--- src/rtl/fifo_arb_ctrl.sv ---
// fifo_arb_ctrl
// Sequencing and arbitration controller for a flagless sync_fifo buffer.
// Two write requesters (A, B) share the FIFO. One consumer reads from it.
// The block tracks occupancy and drives the FIFO's wr_en, rd_en and data_in.
// It also qualifies the FIFO's registered read data with dout_valid.
// A flush pulse drains the buffer between filter iterations.
//
// Build option:
//   FIFO_ARB_RR_EN defined   -> round-robin arbitration between A and B
//   FIFO_ARB_RR_EN undefined -> fixed priority, A wins on contention
//
// Reset: sys_rst is synchronous and active-high. The FIFO's sys_rst_n is
// tied to ~sys_rst at integration, so the FIFO pointers reset together
// with this block.

module fifo_arb_ctrl #(
    parameter int DATA_LEN   = 8,
    parameter int DEPTH      = 8,
    parameter int ADDR_WIDTH = 3
) (
    input  logic                  clk,
    input  logic                  sys_rst,
    input  logic                  a_req,
    input  logic [DATA_LEN-1:0]   a_data,
    output logic                  a_gnt,
    input  logic                  b_req,
    input  logic [DATA_LEN-1:0]   b_data,
    output logic                  b_gnt,
    input  logic                  rd_req,
    input  logic                  flush,
    output logic                  fifo_wr_en,
    output logic [DATA_LEN-1:0]   fifo_data_in,
    output logic                  fifo_rd_en,
    input  logic [DATA_LEN-1:0]   fifo_data_out,
    output logic [DATA_LEN-1:0]   dout,
    output logic                  dout_valid,
    output logic [ADDR_WIDTH:0]   count,
    output logic                  full,
    output logic                  empty,
    output logic                  flushing
);

    // Occupancy value that means "every FIFO slot holds a word".
    localparam logic [ADDR_WIDTH:0] FULL_COUNT = (ADDR_WIDTH+1)'(DEPTH);

    typedef enum logic {
        ST_RUN   = 1'b0,
        ST_FLUSH = 1'b1
    } state_t;

    state_t                state_reg;
    state_t                state_next;
    logic [ADDR_WIDTH:0]   count_reg;
    logic [ADDR_WIDTH:0]   count_next;
    logic                  dout_valid_reg;
    logic                  dout_valid_next;

    // Arbitration result before the full/state/reset qualification.
    logic                  a_win;
    logic                  b_win;
    // Writes may be granted only in RUN, outside reset, with room left.
    logic                  wr_allow;
    logic                  full_int;
    logic                  empty_int;

    assign full_int  = (count_reg == FULL_COUNT);
    assign empty_int = (count_reg == '0);

`ifdef FIFO_ARB_RR_EN
    // 1 means B was the last requester granted, so A wins the next contention.
    logic last_b_reg;

    // Remember the last winner. Cycles without a grant leave it alone.
    always_ff @(posedge clk) begin
        if (sys_rst) begin
            last_b_reg <= 1'b1;
        end else if (a_gnt | b_gnt) begin
            last_b_reg <= b_gnt;
        end
    end

    // On contention the requester that did not win last time is chosen.
    always_comb begin
        a_win = a_req & (~b_req | last_b_reg);
        b_win = b_req & (~a_req | ~last_b_reg);
    end
`else
    // Fixed priority: B is only chosen when A is idle.
    always_comb begin
        a_win = a_req;
        b_win = b_req & ~a_req;
    end
`endif

    // No write is granted when full, even if a read happens in the same cycle.
    // Otherwise the FIFO's equal-address bypass would return the new word
    // instead of the old one.
    assign wr_allow = ~sys_rst & (state_reg == ST_RUN) & ~full_int;

    // Grants, FIFO strobes and next state. Every output has a default first.
    always_comb begin
        state_next      = state_reg;
        a_gnt           = 1'b0;
        b_gnt           = 1'b0;
        fifo_rd_en      = 1'b0;
        dout_valid_next = 1'b0;

        case (state_reg)
            ST_RUN: begin
                a_gnt      = wr_allow & a_win;
                b_gnt      = wr_allow & b_win;
                // A read is never issued when empty. A write in the same
                // cycle does not change this, because the word is not
                // stored until the next edge.
                fifo_rd_en = ~sys_rst & rd_req & ~empty_int;
                if (flush) begin
                    state_next = ST_FLUSH;
                end
            end
            ST_FLUSH: begin
                // Drain without the consumer. These words are discarded.
                fifo_rd_en = ~sys_rst & ~empty_int;
                // Leave in the cycle after the one where the buffer is empty.
                if (empty_int) begin
                    state_next = ST_RUN;
                end
            end
            default: begin
                state_next = ST_RUN;
            end
        endcase

        // Only words read in RUN are handed to the consumer.
        dout_valid_next = fifo_rd_en & (state_reg == ST_RUN);
    end

    // Occupancy tracking. A write and a read together leave the count unchanged.
    always_comb begin
        count_next = count_reg;
        case ({fifo_wr_en, fifo_rd_en})
            2'b10:   count_next = count_reg + 1'b1;
            2'b01:   count_next = count_reg - 1'b1;
            default: count_next = count_reg;
        endcase
    end

    // State, occupancy and read-valid registers.
    always_ff @(posedge clk) begin
        if (sys_rst) begin
            state_reg      <= ST_RUN;
            count_reg      <= '0;
            dout_valid_reg <= 1'b0;
        end else begin
            state_reg      <= state_next;
            count_reg      <= count_next;
            dout_valid_reg <= dout_valid_next;
        end
    end

    // FIFO write port. data_in defaults to B's word when no grant is active.
    assign fifo_wr_en   = a_gnt | b_gnt;
    assign fifo_data_in = a_gnt ? a_data : b_data;

    // Status and consumer outputs.
    assign dout       = fifo_data_out;
    assign dout_valid = dout_valid_reg;
    assign count      = count_reg;
    assign full       = full_int;
    assign empty      = empty_int;
    assign flushing   = (state_reg == ST_FLUSH);

endmodule

--- config.mk ---
export PLATFORM = sky130hd
export DESIGN_NAME = fifo_arb_ctrl
export DESIGN_NICKNAME = d
export VERILOG_FILES = /design/src/rtl/fifo_arb_ctrl.sv
export SDC_FILE = /design/constraint.sdc
export NUM_CORES = 1
export LEC_CHECK = 0
export CAP_MARGIN = 10
export CORE_AREA = 2 2 39 41
export CTS_CLUSTER_DIAMETER = 80
export CTS_CLUSTER_SIZE = 8
export DETAILED_ROUTE_END_ITERATION = 12
export DIE_AREA = 0 0 41 43
export DONT_BUFFER_PORTS = 1
export PLACE_DENSITY = 0.66
export SYNTH_ARGS = -nofsm -noshare
export SYNTH_HDL_FRONTEND = slang
export SYNTH_SLANG_ARGS = --single-unit
--- constraint.sdc ---
create_clock -name clk -period 2.35 [get_ports clk]
set_input_delay 0.47 -clock clk [delete_from_list [all_inputs] [get_ports clk]]
set_output_delay 0.47 -clock clk [all_outputs]
set_load 0.005 [all_outputs]
# After elaboration in Yosys (flattened, before gate mapping)
# Cells that the tools add are included.
[word_totals]
reg_bits = 6
in_bits = 30
word_cells = 33
[classes]
bitwise = 15
n_eq_ne = 3
add_sub_neg = 2
muxes = 8
reduce_logical = 2
[op_table]
columns = ["cell", "count"]
rows = [
  ["1-bit bitwise AND", 9],
  ["8-bit two-way mux", 1],
  ["4-bit case mux with 2 select lines", 1],
  ["1-bit inverter", 5],
  ["4-bit by 1-bit adder with 4-bit output (second input constant)", 1],
  ["4-bit equality test (second input constant)", 1],
  ["4-bit logical NOT", 1],
  ["1-bit two-way mux", 4],
  ["1-bit case mux with 2 select lines", 2],
  ["4-bit by 1-bit subtractor with 4-bit output (second input constant)", 1],
  ["2-bit by 1-bit equality test with 1-bit output (second input constant)", 1],
  ["2-bit equality test (second input constant)", 1],
  ["2-bit nonzero test", 1],
  ["1-bit OR", 1],
]

# Depth between registers and ports, before layout
# Gate-level depths: netlist of the first run.
[logic_depth]
ltp_word = 8
mapped_depth = 10
ltp_nobuf = 10

# Worst setup path after synthesis of the first run
# No wires, ideal clock.
[synth_path]
path_kind = "input to register"
from = "in sys_rst"
to = "reg count_reg[3] (netlist: count[3])"
setup_time_ns = 0.070
path_slack_ns = -0.201
cell_stages = 9
path_buffers = 1
required_time_ns = 2.280
arrival_ns = 2.480
cell_sequence = "clkbuf_1 nor3_2 o21ai_0 ha_1 ha_1 a21oi_1 a21oi_1 or4_1 a21oi_1"
[synth_via]
elab_chain_cells = 8
elab_cells_between_ends = 16
[synth_lines]
columns = ["item", "line_no", "text"]
rows = [
  ["start: declaration", "22", "input logic sys_rst,"],
  ["1-bit inverter", "98, 115, 122", ""],
  ["1-bit bitwise AND (2 in a row)", "98", "assign wr_allow = ~sys_rst & (state_reg == ST_RUN) & ~full_int;"],
  ["1-bit bitwise AND (on tied branches)", "110, 111", ""],
  ["1-bit two-way mux", "108", "case (state_reg)"],
  ["1-bit OR", "161", "assign fifo_wr_en = a_gnt | b_gnt;"],
  ["2-bit by 1-bit equality test with 1-bit output or 2-bit equality test (tied branches)", "140", "case ({fifo_wr_en, fifo_rd_en})"],
  ["4-bit case mux with 2 select lines or 2-bit nonzero test (tied branches)", "--", ""],
  ["end signal: assignment", "155", "count_reg <= count_next;"],
  ["end: declaration", "53", "logic [ADDR_WIDTH:0] count_reg;"],
]
# Several ways; a longest one is shown, not always the timed one.
# A chain may end at the register's enable or synchronous reset.

# Worst setup path after layout of the first run
[layout_path]
from = "reg count_reg[2] (netlist: count[2])"
to = "out fifo_data_in[0]"
[layout_via]
elab_chain_cells = 6
[layout_lines]
columns = ["item", "line_no", "text"]
rows = [
  ["4-bit equality test", "66", "assign full_int = (count_reg == FULL_COUNT);"],
  ["1-bit inverter", "98", ""],
  ["1-bit bitwise AND", "98", ""],
  ["1-bit bitwise AND", "110", "a_gnt = wr_allow & a_win;"],
  ["1-bit two-way mux", "108", ""],
  ["8-bit two-way mux", "162", "assign fifo_data_in = a_gnt ? a_data : b_data;"],
  ["end: declaration", "32", "output logic [DATA_LEN-1:0] fifo_data_in,"],
]
# Every way passes these cells.

==> impl_summary.log, run 1 <==
INFO  metric finalSetupTns = 0 ps
INFO  metric core = 0.00138 sq mm
INFO  metric antenna_violations_before_repair = 0
INFO  metric hold_viol_final = 0
INFO  metric groute.layer.met1.usage = between 10% and 20%
INFO  metric place.gp.congestion = 0.738
INFO  metric crit_family = buffers and inverters
INFO  metric cts_buffers = 3
INFO  metric layout.nets = 100
INFO  metric worstSetupEndpointType = primary output
INFO  metric via_count_of_the_first_global_routing_pass = 426
INFO  metric crit_arrival = 1780 ps
INFO  metric final.min_clock_period = 2250 ps
INFO  metric syn_avg_cell_area = 8.78 sq um
INFO  metric worst_slew_pin_slew = 340 ps
INFO  metric firstDrtPassIters = 3
INFO  metric cts_hold_repair.buffers = 0
INFO  metric grt_start_max_net_pins = 10
INFO  metric share_seq_of_total_power = 27.9%
INFO  metric cts.sinks = 6
INFO  metric routed_wirelength = between 1000 and 1500 microns
INFO  metric fp-row-count = 14
INFO  metric cellInternalPower = 363 uW
INFO  metric ratio_of_cells_with_drive_above_1_in_the_final_layout = 42.2%
INFO  metric fin_util = 46.4%
INFO  metric crit_path_cell_trace = nor4b_2 > buf_4 > nor3_4 > buf_4 > buf_4 > nand2_8 > mux2_1
INFO  metric detail_route.vias_per_cell = ~5.7
INFO  metric setup_ws = 102 ps
INFO  metric ys_types = 23
INFO  metric n_fill_cell = 130
INFO  metric ctsRootBufferMaster = sky130_fd_sc_hd__clkbuf_4
INFO  metric post_synth_inst_count = 60
INFO  metric worstHoldPathCells = 1
INFO  metric max_cap_viol = 0
INFO  metric detailedPlace.worstSlack = -15.3 ps
INFO  metric initial_core_util = between 30% and 40%
INFO  metric switching_share = between 30% and 40%
INFO  metric worst_path_bufs_invs = 3
INFO  metric timing.rr.start = count[2]$_SDFFE_PP0P_
INFO  metric power.density_cell_area = ~940 mW/mm^2
INFO  metric type_of_the_worst_setup_path = flip-flop to primary output
INFO  metric min_delay_worst_endpoint = count[3]$_SDFFE_PP0P_
INFO  metric max-vdd-ir-drop = 0.362 mV
INFO  metric largest_reg_flops = 4
INFO  metric outcome = finished clean
INFO  metric hold-worst-slack = between 200 and 300 ps
INFO  metric worst_clock_skew_on_the_final_layout = 1.40 ps
INFO  metric total_of_warnings_raised_by_yosys = 0
INFO  metric crit_path_start = count[2]$_SDFFE_PP0P_
INFO  metric start_kind = flip-flop
INFO  metric track_usage = 14.7%
INFO  metric post_synth_main_area_contributors = sky130_fd_sc_hd__dfxtp_1, sky130_fd_sc_hd__mux2_1, sky130_fd_sc_hd__buf_4
INFO  metric drcViolationCount = 0
INFO  metric grt_pass1_wl = 1750 microns
INFO  metric clock.fmax = 0.445 GHz
INFO  metric path_max_fanout = 9
INFO  metric clock_tree_from_tritoncts = yes
INFO  metric io_pins = 58
INFO  metric grt_overflow_total = 0
INFO  metric clkPwrFrac = 15.5%
INFO  metric critPathRequiredTime = 1880 ps
INFO  metric path_common_cell = sky130_fd_sc_hd__buf_4
INFO  metric synth_sequential_area_ratio = 22.8%
INFO  metric gr-usage-met3 = 7.85%
INFO  metric p_switching = 241 uW
INFO  metric globalRouteMet2Util = 25.6%
INFO  metric slew_headroom = 77.2%
INFO  metric floorplan.die.width = 41 microns
INFO  metric synth.net_count = 94
INFO  metric most_frequent_cells_in_the_layout = sky130_fd_sc_hd__buf_4, sky130_fd_sc_hd__nor2_1, sky130_fd_sc_hd__mux2_1
INFO  metric dieArea = 0.00176 sq mm
INFO  metric htree_num_levels = 1
INFO  metric most_congested_layer_reported_by_global_routing = met2
INFO  metric leakage = about 0.00026 uW
INFO  metric finalSetupViolations = 0
INFO  metric reg2reg_depth = 10
INFO  metric die_y = roughly 43 microns
INFO  metric hold_path.startpoint = sys_rst
INFO  metric clkLatencyLatePin = 240 ps
INFO  metric post-synth-top-area-fraction = 22.8%
INFO  metric yosys_register_bits = 6
INFO  metric cts.clk_slew.worst_paths = 40 ps
INFO  metric detailedRoute.firstIterationViolations = 1
INFO  metric diodes = 0
INFO  metric cp_slowest_cell = sky130_fd_sc_hd__mux2_1
INFO  metric wl_per_cell = 15.2 microns
INFO  metric vias = 455
INFO  metric number_of_buffers_between_clock_root_and_the_deepest_sink = 2
INFO  metric dp_hpwl = around 1000 microns
INFO  metric synthesis.area = 527 sq um
INFO  metric comb_power_share = 56.6%
INFO  metric cpPeakStageDelay = between 300 and 400 ps
INFO  metric area_growth = 21.9%
INFO  metric synthDominantAreaCellType = sky130_fd_sc_hd__dfxtp_1
INFO  metric holdCritPathClass = input port to flip-flop
INFO  metric final_antenna_net_count = 0
INFO  metric timing.rr.end = count[3]$_SDFFE_PP0P_
INFO  metric place.port_buffers = 0
INFO  metric mostFrequentLayoutCell = sky130_fd_sc_hd__buf_4
INFO  metric layout_worst_path_cycle_share = 95.7%
INFO  metric finalMaxSlewViolations = 0
INFO  metric regToRegSetupSlack = 120 ps
-- final cells by class --
| cell class | instances | area (sq um) | area share [%] |
|---|---|---|---|
| multi-input cells | 39 | 377 | 58.7 |
| flip-flops and latches | 6 | 121 | 18.9 |
| inverters | 5 | 18.8 | 2.92 |
| repair buffers | 11 | 82.6 | 12.9 |
| well taps | 16 | 20.0 | 3.12 |
| clock buffers | 3 | 22.5 | 3.51 |
-- Yosys cell counts --
| cell | n |
|---|---|
| sky130_fd_sc_hd__and3b_1 | 1 |
| sky130_fd_sc_hd__o31ai_1 | 1 |
| sky130_fd_sc_hd__fa_1 | 1 |
| sky130_fd_sc_hd__o21ai_0 | 1 |
| sky130_fd_sc_hd__nor4_1 | 1 |
| sky130_fd_sc_hd__xor2_1 | 2 |
| sky130_fd_sc_hd__nand2_4 | 1 |
| sky130_fd_sc_hd__clkbuf_1 | 2 |
| sky130_fd_sc_hd__nor2_1 | 7 |
| sky130_fd_sc_hd__nor4b_2 | 1 |
| sky130_fd_sc_hd__nor3_2 | 1 |
| sky130_fd_sc_hd__dfxtp_1 | 6 |
| sky130_fd_sc_hd__and3_1 | 1 |
| sky130_fd_sc_hd__ha_1 | 3 |
| sky130_fd_sc_hd__nor4b_1 | 1 |
| sky130_fd_sc_hd__inv_1 | 5 |
| sky130_fd_sc_hd__or4_1 | 1 |
| sky130_fd_sc_hd__mux2_1 | 8 |
| sky130_fd_sc_hd__a211oi_1 | 1 |
| sky130_fd_sc_hd__a21oi_1 | 5 |
| sky130_fd_sc_hd__nand3_1 | 1 |
| sky130_fd_sc_hd__nor3_1 | 1 |
| sky130_fd_sc_hd__buf_4 | 8 |
-- routing by layer --
layer | wire length [microns] | part of all wire (%) | up-vias
li1 | - | - | 211
met2 | 674 | 55 | 41
met5 | 0 | 0 | -
met4 | 6 | 0.49 | 0
met3 | 148 | 12 | 2
met1 | 388 | 32 | 201
-- worst reg2reg max path: stages, from the launching register on --
cell	delay, ps
sky130_fd_sc_hd__dfxtp_1	330
sky130_fd_sc_hd__nor4b_2	270
sky130_fd_sc_hd__buf_4	170
sky130_fd_sc_hd__nor3_4	40
sky130_fd_sc_hd__o21ai_2	80
sky130_fd_sc_hd__ha_2	230
sky130_fd_sc_hd__ha_4	220
sky130_fd_sc_hd__a21oi_2	130
sky130_fd_sc_hd__a21oi_1	100
sky130_fd_sc_hd__or4_4	480
sky130_fd_sc_hd__a21oi_2	120
-- kinds of logic after synthesis --
family | count (synthesis) | share of synthesized area [%]
XOR/XNOR | 2 | 3.33
AND/OR/NAND/NOR | 17 | 20.9
adder cells (fa/ha/maj) | 4 | 10.9
AO/OA/AOI/OAI | 8 | 8.55
flip-flops | 6 | 22.8
buffers and inverters | 15 | 16.4
multiplexers | 8 | 17.1
-- stage by stage --
step / cells / instance area [sq um] / power (uW)
floorplan: 60 / 559 / 382
global placement: 75 / 578 / 482
detailed placement: 75 / 578 / 489
CTS: 79 / 613 / 594
global route: 80 / 642 / 666
finish: 80 / 642 / 605
-- worst max-delay path by stage --
stage                             to  slack [ps]  cells after the start
2_1_floorplan  count[3]$_SDFFE_PP0P_          40                      9
3_3_place_gp   count[3]$_SDFFE_PP0P_          30                     10
3_5_place_dp   count[3]$_SDFFE_PP0P_         -20                     10
4_1_cts        count[3]$_SDFFE_PP0P_          30                     10
5_1_grt        count[3]$_SDFFE_PP0P_         -10                     10
6_report             fifo_data_in[0]         100                      7
-- repair_timing --
action	CTS	global route
buffers inserted	1	1
pin swaps	1	3
setup endpoints to repair	1	1
gates resized for setup	2	5
-- power by group through the flow --
stage	Combinational [uW]	Clock (uW)	Sequential, uW
after floorplan	206	0	176
after global placement	316	0	166
after detailed placement	321	0	168
after CTS	329	96.5	169
after global routing	387	106	173
final	343	93.6	169
No activity file was read; power rests on OpenSTA's default activity.
==> run 2, diff against run 1 <==
--- a/config.mk
+++ b/config.mk
@@ -5,6 +5,7 @@
 export SDC_FILE = /design/constraint.sdc
 export NUM_CORES = 1
 export LEC_CHECK = 0
+export ABC_CLOCK_PERIOD_IN_PS = 2350
 export CAP_MARGIN = 10
 export CORE_AREA = 2 2 39 41
 export CTS_CLUSTER_DIAMETER = 80
==> results of run 2 <==
No change in the layout: final DEF, timing and power equal those of run 1.
==> run 3, diff against run 2 <==
==> config.mk (replaced) <==
export PLATFORM = sky130hd
export DESIGN_NAME = fifo_arb_ctrl
export DESIGN_NICKNAME = d
export VERILOG_FILES = /design/src/rtl/fifo_arb_ctrl.sv
export SDC_FILE = /design/constraint.sdc
export NUM_CORES = 1
export LEC_CHECK = 0
export ABC_AREA = 1
export ABC_CLOCK_PERIOD_IN_PS = 2350
export CAP_MARGIN = 10
export CORE_ASPECT_RATIO = 0.9
export CORE_MARGIN = 2
export CORE_UTILIZATION = 27
export CTS_CLUSTER_DIAMETER = 80
export CTS_CLUSTER_SIZE = 8
export DETAILED_ROUTE_END_ITERATION = 12
export PLACE_DENSITY = 0.85
export SYNTH_ARGS = -nofsm -noshare
export SYNTH_HDL_FRONTEND = slang
export SYNTH_SLANG_ARGS = --single-unit
==> impl_summary.log, run 3 <==
INFO  metric syn_avg_cell_area = 6.67 sq um
INFO  metric routed_wirelength = approximately 1900 microns
INFO  metric grt_overflow_total = 0
INFO  metric htree_num_levels = 1
INFO  metric vias = 768
INFO  metric layout_worst_path_cycle_share = a little over nine tenths
INFO  metric timing.rr.end = count[3]$_SDFFE_PP0P_
INFO  metric antenna_violations_before_repair = 0
INFO  metric finalMaxSlewViolations = 0
INFO  metric number_of_buffers_between_clock_root_and_the_deepest_sink = 2
INFO  metric detailedRoute.firstIterationViolations = 11
INFO  metric detailedPlace.worstSlack = -241 ps
INFO  metric dieArea = 0.00272 sq mm
INFO  metric crit_arrival = 1760 ps
INFO  metric synthDominantAreaCellType = sky130_fd_sc_hd__dfxtp_1
INFO  metric final_antenna_net_count = 0
INFO  metric floorplan.die.width = between 50 and 60 microns
INFO  metric timing.rr.start = count[2]$_SDFFE_PP0P_
INFO  metric placed_area = 0.00106 sq mm
INFO  metric final.min_clock_period = 2230 ps
INFO  metric worstSetupEndpointType = primary output
INFO  metric worstHoldPathCells = 1
INFO  metric firstDrtPassIters = 4
INFO  metric fp-row-count = 16
INFO  metric cts_buffers = 3
INFO  metric place.port_buffers = 41
INFO  metric post_synth_inst_count = 94
INFO  metric die_y = 49.7 microns
INFO  metric met2WireLength = between 900 and 1000 microns
INFO  metric multiInputGateArea = about 370 sq um
INFO  metric type_of_the_worst_setup_path = input port to primary output
INFO  metric ys_dominant_reg_cell = sky130_fd_sc_hd__dfxtp_1
INFO  metric worst_path_bufs_invs = 3
INFO  metric rsz0062_at_grt = no
INFO  metric via_count_of_the_first_global_routing_pass = ~700
INFO  metric setup_ws = 115 ps
INFO  metric hold_path.startpoint = flushing$_SDFF_PP0_
INFO  metric start_kind = input port
INFO  metric area_growth = 78.2%
INFO  metric crit_path_start = rd_req
INFO  metric layoutNonFillerInstCount = ~170
INFO  metric finalSetupTns = 0 ps
INFO  metric cpPeakStageDelay = 480 ps
INFO  metric finalSetupViolations = 0
INFO  metric total_of_warnings_raised_by_yosys = 0
INFO  metric power.density_cell_area = 880 mW/mm^2
INFO  metric synth-edff-count = 0
INFO  metric crit_path_cell_trace = clkdlybuf4s50_1 > nor2_1 > nor2_1 > buf_4 > clkdlybuf4s50_1
INFO  metric ys_types = 22
INFO  metric hold_viol_final = 0
INFO  metric synthTopCellsByCount = sky130_fd_sc_hd__nand2_1, sky130_fd_sc_hd__inv_1, sky130_fd_sc_hd__nand4_1
INFO  metric clkLatencyLatePin = ~250 ps
INFO  metric grt_pass1_wl = 2820 microns
INFO  metric asyncSetResetFlopFracSynth = 0%
INFO  metric grt_start_max_net_pins = 10
INFO  metric cts.sinks = 6
INFO  metric clock.fmax = 0.447 GHz
INFO  metric detail_route.vias_per_cell = around 4.6
INFO  metric path_max_fanout = 2
INFO  metric ratio_of_cells_with_drive_above_1_in_the_final_layout = 18.6%
INFO  metric met3_wirelength = 269 microns
INFO  metric layout.area.seq = 120 sq um
INFO  metric fin_util = 51.2%
INFO  metric most_frequent_cells_in_the_layout = sky130_fd_sc_hd__clkdlybuf4s50_1, sky130_fd_sc_hd__nand2_1, sky130_fd_sc_hd__inv_1, sky130_fd_sc_hd__buf_4, sky130_fd_sc_hd__nand4_1
INFO  metric worst_clock_skew_on_the_final_layout = 2.47 ps
INFO  metric max-vdd-ir-drop = ~0.62 mV
INFO  metric io_pins = slightly below 60
INFO  metric placed_cells_incl_taps = between 150 and 200
INFO  metric cts.clk_slew.worst_paths = 40 ps
INFO  metric place.gp.congestion = 0.859
INFO  metric slew_headroom = 85.9%
INFO  metric crit_family = buffers and inverters
INFO  metric dp_hpwl = 1600 microns
INFO  metric min_delay_worst_endpoint = dout_valid$_SDFF_PP0_
INFO  metric initial_core_util = between 20 and 30%
INFO  metric core = 0.00218 sq mm
INFO  metric holdCritPathClass = flip-flop to flip-flop
INFO  metric wl_per_cell = 11.6 microns
INFO  metric drcViolationCount = 0
INFO  metric post_synth_main_area_contributors = sky130_fd_sc_hd__dfxtp_1, sky130_fd_sc_hd__nand2_1, sky130_fd_sc_hd__buf_4
INFO  metric yosys_register_bits = 6
INFO  metric maxUsedRoutingLayer = met4
INFO  metric synth_sequential_area_ratio = a little under a fifth
INFO  metric diodes = 0
INFO  metric yosysMostFrequentCell = sky130_fd_sc_hd__nand2_1
INFO  metric post-synth-top-area-fraction = between 10% and 20%
INFO  metric critPathRequiredTime = approximately 1900 ps
INFO  metric worst_slew_pin_slew = 211 ps
INFO  metric mostFrequentLayoutCell = sky130_fd_sc_hd__clkdlybuf4s50_1
INFO  metric n_fill_cell = 213
INFO  metric ctsRootBufferMaster = sky130_fd_sc_hd__clkbuf_4
INFO  metric regToRegSetupSlack = 280 ps
INFO  metric track_usage = approximately 14%
INFO  metric final_design_area_no_fill = 0.00112 sq mm
INFO  metric synthesis.area = about 630 sq um
INFO  metric largest_reg_flops = 4
INFO  metric cp_slowest_cell = sky130_fd_sc_hd__clkdlybuf4s50_1
INFO  metric outcome = finished clean
INFO  metric clock_tree_from_tritoncts = yes
INFO  metric met1_length = 683 microns
INFO  metric max_cap_viol = 0
INFO  metric synth.net_count = ~130
INFO  metric reg2reg_depth = 13
INFO  metric cts_hold_repair.buffers = 0
INFO  metric leakage = 0.000549 uW
INFO  metric layout.nets = 176
==> run 3: stage by stage <==
| stage | hold WS, ps | power [uW] |
|---|---|---|
| 5_1_grt | 575 | 1080 |
| 3_3_place_gp | 537 | 826 |
| 4_1_cts | 555 | 979 |
| 2_1_floorplan | 527 | 528 |
| 3_5_place_dp | 552 | 859 |
| 6_report | 553 | 984 |
==> run 3: cell families (layout without fill, tap and decap cells) <==
kind of cell	count (synthesis)	count (layout)	share of synthesized area (%)
AND/OR/NAND/NOR	47	47	37.7
buffers and inverters	27	73	23.6
AO/OA/AOI/OAI	9	9	8.98
flip-flops	6	6	19.2
adder cells (fa/ha/maj)	4	4	9.18
XOR/XNOR	1	1	1.40
==> run 3: power by group <==
group	leakage, uW	internal, uW	switching, uW	total, uW
Combinational	0.000486	389	308	697
Clock	0.0000138	58.0	41.2	99.2
Sequential	0.0000498	143	44.5	187
==> run 3: area by class of cell <==
type                    count  area share (%)
multi-input cells          61            32.9
repair buffers             54            45.9
flip-flops and latches      6            10.8
clock buffers               3            2.02
inverters                  16            5.38
well taps                  27            3.02
==> run 3: repair_timing <==
action	4_1_cts	5_1_grt
pin swaps	1	1
setup endpoints to repair	12	9
buffers inserted	2	1
resized for setup	1	4
==> run 3: how the worst max path moves through the flow <==
stage	end	slack, ps	depth (start not counted)
floorplan	count[3]$_SDFFE_PP0P_	230	11
global placement	count[3]$_SDFFE_PP0P_	-160	12
detailed placement	count[3]$_SDFFE_PP0P_	-240	12
CTS	fifo_data_in[6]	20	6
global route	fifo_data_in[0]	20	7
finish	fifo_rd_en	120	5
==> run 3: layer usage <==
metal | track usage, % | up-vias
li1 | - | 388
met1 | 13.4 | 338
met2 | 25.2 | 34
met3 | 3.94 | 8
met4 | 9.58 | 0
met5 | 0 | -
